$ cat src/rtl/seq_gen_ctrl.sv
// ---------------------------------------------------------------------------
// seq_gen_ctrl
//
// Sequencing controller for the repeated-value sequence 1, 2, 2, 3, 3, 3, ...
// A start command latches an upper bound N. The block then streams every
// value k (1..N) k times over a valid/ready interface, pulses done and
// returns to idle. A downstream consumer may stall the stream at any time.
//
// Optional feature macro: SEQ_GEN_CTRL_MIRROR_EN
//   When defined, the stream descends again after reaching N
//   (e.g. N = 3 gives 1,2,2,3,3,3,2,2,1), so N*N beats are sent in total.
//   When undefined, the DOWN state and its logic are not built.
//
// Parameters:
//   WIDTH      width of the bound, the value and the repeat counter
//              (default `DATA_WIDTH, falling back to 8 if it is not defined)
//
// Ports:
//   clk        in   1      clock, rising edge
//   rst        in   1      synchronous active-high reset
//   start      in   1      start command, only looked at while idle
//   abort      in   1      ends the current sequence, only looked at while busy
//   max_val    in   WIDTH  bound N, latched when a start is accepted
//   out_data   out  WIDTH  current sequence value (registered)
//   out_valid  out  1      out_data is valid (registered)
//   out_ready  in   1      consumer takes the beat on out_valid && out_ready
//   busy       out  1      a sequence is in progress
//   done       out  1      one-cycle pulse after the final beat is accepted
// ---------------------------------------------------------------------------
`ifndef DATA_WIDTH
`define DATA_WIDTH 8
`endif

module seq_gen_ctrl #(
    parameter int WIDTH = `DATA_WIDTH
) (
    input  logic             clk,
    input  logic             rst,
    input  logic             start,
    input  logic             abort,
    input  logic [WIDTH-1:0] max_val,
    output logic [WIDTH-1:0] out_data,
    output logic             out_valid,
    input  logic             out_ready,
    output logic             busy,
    output logic             done
);

`ifdef SEQ_GEN_CTRL_MIRROR_EN
    typedef enum logic [1:0] {IDLE, UP, DOWN} state_t;
`else
    typedef enum logic [1:0] {IDLE, UP} state_t;
`endif

    state_t           state_q, state_d;
    logic [WIDTH-1:0] bound_q, bound_d;
    logic [WIDTH-1:0] value_q, value_d;
    logic [WIDTH-1:0] rep_left_q, rep_left_d;
    logic             out_valid_q, out_valid_d;
    logic             busy_q, busy_d;
    logic             done_q, done_d;

    logic             handshake;

    assign handshake = out_valid_q && out_ready;

    // Next-state logic. Everything holds unless a start is accepted, a beat
    // is handed over or an abort arrives, which keeps out_data/out_valid
    // stable while the consumer stalls. Abort is checked before the
    // handshake so that an abort on the final beat suppresses done.
    always_comb begin
        state_d     = state_q;
        bound_d     = bound_q;
        value_d     = value_q;
        rep_left_d  = rep_left_q;
        out_valid_d = out_valid_q;
        busy_d      = busy_q;
        done_d      = 1'b0;

        case (state_q)
            IDLE: begin
                if (start) begin
                    if (max_val != '0) begin
                        bound_d     = max_val;
                        value_d     = WIDTH'(1);
                        rep_left_d  = WIDTH'(1);
                        state_d     = UP;
                        busy_d      = 1'b1;
                        out_valid_d = 1'b1;
                    end else begin
                        // Empty sequence: no beats, just the completion pulse.
                        done_d = 1'b1;
                    end
                end
            end

            UP: begin
                if (abort) begin
                    state_d     = IDLE;
                    out_valid_d = 1'b0;
                    busy_d      = 1'b0;
                end else if (handshake) begin
                    if (rep_left_q > WIDTH'(1)) begin
                        rep_left_d = rep_left_q - WIDTH'(1);
                    end else if (value_q < bound_q) begin
                        // value < bound, so value + 1 cannot wrap.
                        value_d    = value_q + WIDTH'(1);
                        rep_left_d = value_q + WIDTH'(1);
`ifdef SEQ_GEN_CTRL_MIRROR_EN
                    end else if (bound_q > WIDTH'(1)) begin
                        value_d    = bound_q - WIDTH'(1);
                        rep_left_d = bound_q - WIDTH'(1);
                        state_d    = DOWN;
`endif
                    end else begin
                        state_d     = IDLE;
                        out_valid_d = 1'b0;
                        busy_d      = 1'b0;
                        done_d      = 1'b1;
                    end
                end
            end

`ifdef SEQ_GEN_CTRL_MIRROR_EN
            DOWN: begin
                if (abort) begin
                    state_d     = IDLE;
                    out_valid_d = 1'b0;
                    busy_d      = 1'b0;
                end else if (handshake) begin
                    if (rep_left_q > WIDTH'(1)) begin
                        rep_left_d = rep_left_q - WIDTH'(1);
                    end else if (value_q > WIDTH'(1)) begin
                        value_d    = value_q - WIDTH'(1);
                        rep_left_d = value_q - WIDTH'(1);
                    end else begin
                        state_d     = IDLE;
                        out_valid_d = 1'b0;
                        busy_d      = 1'b0;
                        done_d      = 1'b1;
                    end
                end
            end
`endif

            default: begin
                state_d     = IDLE;
                out_valid_d = 1'b0;
                busy_d      = 1'b0;
            end
        endcase
    end

    // State and output registers with synchronous reset; a reset mid-run
    // discards the partial sequence without a done pulse.
    always_ff @(posedge clk) begin
        if (rst) begin
            state_q     <= IDLE;
            bound_q     <= '0;
            value_q     <= '0;
            rep_left_q  <= '0;
            out_valid_q <= 1'b0;
            busy_q      <= 1'b0;
            done_q      <= 1'b0;
        end else begin
            state_q     <= state_d;
            bound_q     <= bound_d;
            value_q     <= value_d;
            rep_left_q  <= rep_left_d;
            out_valid_q <= out_valid_d;
            busy_q      <= busy_d;
            done_q      <= done_d;
        end
    end

    assign out_data  = value_q;
    assign out_valid = out_valid_q;
    assign busy      = busy_q;
    assign done      = done_q;

endmodule

$ cat config.mk
export PLATFORM = sky130hd
export DESIGN_NAME = seq_gen_ctrl
export DESIGN_NICKNAME = d
export VERILOG_FILES = /design/src/rtl/seq_gen_ctrl.sv
export SDC_FILE = /design/constraint.sdc
export NUM_CORES = 1
export LEC_CHECK = 0
export CORE_ASPECT_RATIO = 1.1
export CORE_MARGIN = 2
export CORE_UTILIZATION = 25
export CTS_BUF_LIST = sky130_fd_sc_hd__clkbuf_4 sky130_fd_sc_hd__clkbuf_8
export CTS_CLUSTER_SIZE = 24
export DETAILED_ROUTE_END_ITERATION = 7
export GPL_TIMING_DRIVEN = 0
export SKIP_CTS_REPAIR_TIMING = 1
export SYNTH_ARGS = -nofsm -noshare
export SYNTH_HDL_FRONTEND = slang
export SYNTH_SLANG_ARGS = --single-unit
$ cat constraint.sdc
create_clock -name clk -period 2.9 [get_ports clk]
set_input_delay 0.29 -clock clk [delete_from_list [all_inputs] [get_ports clk]]
set_output_delay 0.29 -clock clk [all_outputs]
set_load 0.1 [all_outputs]
==> metrics.csv <==
stage,metric,value,unit
outcome,status,finished clean,
detailed_routing,viasPerCell,5.12,
synthesis,synth.most_common_cell,nand2_1,
sta,setup-tns-final,0,ps
sta,tightest_slew,977,ps
floorplanning,ioPinCount,24,
sta,finalHoldViolCount,0,
detailed_routing,finalWirelength,4400,um
finish,fin_util,0.315,
synthesis,synth_nets,236,
synthesis,async_flop_share,0,
global_routing,grt_pass1_vias,1494,
worst_setup_path,reg2reg_to,rep_left_q[2]$_SDFFE_PP0P_,
detailed_routing,wl_met1,2060,um
pwr,power,1.03,mW
finish,n_fill_cell,720,
cts,tritoncts,built,
pwr,vdd_ir_drop_max,0.000182,V
sta,maxSlewViolCount,0,
detailed_routing,topRoutingLayerUsed,met4,
pwr,p_leak,0.705,nW
floorplanning,start_util,0.255,
global_routing,grt_max_degree,16,
pwr,powerDensity,504,nW/um^2
synthesis,yosysTopAreaCellShare,0.314,
synthesis,synth_top_cells_by_count,"nand2_1 (32), dfxtp_1 (26), a21oi_1 (20), nand3_1 (14), nor2_1 (13)",
synthesis,synth_top_flop_cell,dfxtp_1,
worst_setup_path,worst_r2r_path_depth,8,
global_routing,grtUsageTotal,0.127,
sta,setup-violations-final,0,
finish,multi_input_area,1040,um^2
finish,fin_nets,263,
finish,area_growth,23.8,%
synthesis,netlist_area,1660,um^2
global_routing,antenna_found_initial,0,
finish,register_area,520,um^2
detailed_routing,post_drt_wl_per_cell,13.7,um
synthesis,yosysTopAreaCell,dfxtp_1,
detailed_routing,ant_nets,0,
min_path,hold_depth,2,
cts,cts.sinks,26,
finish,diodes,0,
cts,h-tree-depth,1,
min_path,hold_end,bound_q[4]$_SDFFE_PP0P_,
synthesis,netlist_top_cells_area,"dfxtp_1 (31%), ha_1 (7.5%), nand2_1 (7.2%)",
detailed_routing,drt_iter0_markers,99,
synthesis,seq_area_frac_synth,0.314,
synthesis,ys_ff_latch,26,
global_routing,grt_pass1_wl,7160,um
cts,clock_latency,280,ps
placement,gp_congestion,0.801,
sta,holdWs,460,ps
detailed_routing,route.met2.wl,2100,um
sta,timing.fmax,0.427,GHz
synthesis,yosys_warnings,0,
cts,clockRootBuffer,clkbuf_8,
worst_setup_path,crit_path_start,max_val[3],
synthesis,synth_edf_count,0,
cts,clockBufferDepth,2,
finish,post_route_cells_drive_above_1_share,0.0795,
synthesis,synth_cell_types,49,
worst_setup_path,rr_startpoint,rep_left_q[0]$_SDFFE_PP0P_,
worst_setup_path,crit_path_end_kind,flop,
detailed_routing,vias,1642,
worst_setup_path,required,3060,ps
detailed_routing,first_pass_iters,4,
min_path,hp-start,bound_q[4]$_SDFFE_PP0P_,
cts,clkSlewWorstSetupHoldPaths,100,ps
worst_setup_path,criticalPathCategory,in -> reg,
floorplanning,dieArea,7300,um^2
worst_setup_path,critPathArrivalTime,2500,ps
floorplanning,row_count,31,
min_path,hp-class,reg -> reg,
worst_setup_path,path_max_fanout,9,
synthesis,synthCells,213,
job,drv_cap,0,
cts,cts_buffers,3,
worst_setup_path,r2r_setup_slack,560,ps
detailed_routing,drc,0,
floorplanning,die_width,81.7,um
sta,slew_headroom,0.347,
sta,rsz0062_at_grt,no,
floorplanning,core-area,6520,um^2
placement,port_buffers,22,
sta,post-route-period-util,0.807,
global_routing,overflow,0,
detailed_routing,wl_met3,209,um
placement,dp_hpwl,3320,um
floorplanning,fp.dieH,89.4,um
worst_setup_path,cp-start-kind,input pin,
sta,period_needed,2340,ps
sta,fin_skew,1.96,ps
synthesis,synth_area_per_cell,7.79,um^2
## metrics by stage
step                instance area (um^2)  setup WS [ps]  std cells
floorplan                           1660           86.3        213
global placement                    1980            274        317
detailed placement                  1980            276        317
CTS                                 2050            570        321
global route                        2050            299        321
finish                              2050            559        321
## how the worst max path moves through the flow
stage	endpoint	slack (ps)	cells after the start
after global placement	out_data[6]$_SDFFE_PP0P_	270	7
after detailed placement	out_data[6]$_SDFFE_PP0P_	280	7
after global routing	out_data[0]$_SDFFE_PP0P_	300	8
after floorplan	out_data[3]$_SDFFE_PP0P_	90	8
final	out_data[6]$_SDFFE_PP0P_	560	7
after CTS	rep_left_q[0]$_SDFFE_PP0P_	570	7
## layout by cell type (no fill, tap or decap), types with 2 or more instances in the layout
cell and n:
nand2_1 32, dfxtp_1 26, clkdlybuf4s50_1 22, a21oi_1 20, nand3_1 14, nor2_1 13, inv_1 12, ha_1 10
clkbuf_1 9, nor3_1 6, xnor2_1 5, o2111ai_1 5, o21ai_0 4, a211oi_1 4, xor2_1 4, a31oi_1 4
or2_2 3, nand4_1 3, nor4_1 3, a32oi_1 3, clkbuf_8 3, nand2b_1 2, nand4b_1 2, a22oi_1 2
## report_power, final
part | total (mW) | switching [mW] | internal [mW]
Sequential | 0.396 | 0.0206 | 0.376
Clock | 0.313 | 0.128 | 0.185
Combinational | 0.325 | 0.206 | 0.119
Total | 1.03 | 0.355 | 0.680
## state kept, by name (all words and copies together), names as in the netlist
register / count
bound_q: 8
out_data: 8
rep_left_q: 8
busy: 1
done: 1
## cell type report
class | instances | share of cell area
buffer | 12 | 0.0280
sequential | 26 | 0.254
tap | 82 | 0.0500
clock inverter | 1 | 0.0146
inverter | 12 | 0.0219
multi-input combinational | 163 | 0.505
clock buffer | 3 | 0.0201
timing repair buffer | 22 | 0.107
## cells by family after synthesis
family / after synthesis / share of synthesized area
AO/OA/AOI/OAI: 56 / 0.240
XOR/XNOR: 9 / 0.0475
adder cells (fa/ha/maj): 10 / 0.0754
buffers and inverters: 24 / 0.0618
flip-flops: 26 / 0.314
multiplexers: 1 / 0.00603
AND/OR/NAND/NOR: 87 / 0.256
## per-layer routing
metal,GRT usage,up-vias
met5,0,-
met4,0.0364,0
met3,0.0202,4
met2,0.213,48
met1,0.168,763
li1,-,827
## worst max-delay path, stage by stage
cell	delay (ps)
clkdlybuf4s50_1	420
nor4_1	620
a21boi_1	190
nor2_2	470
nor3_1	200
a32oi_1	250
nor2_1	60
(Power assumes the default switching activity.)
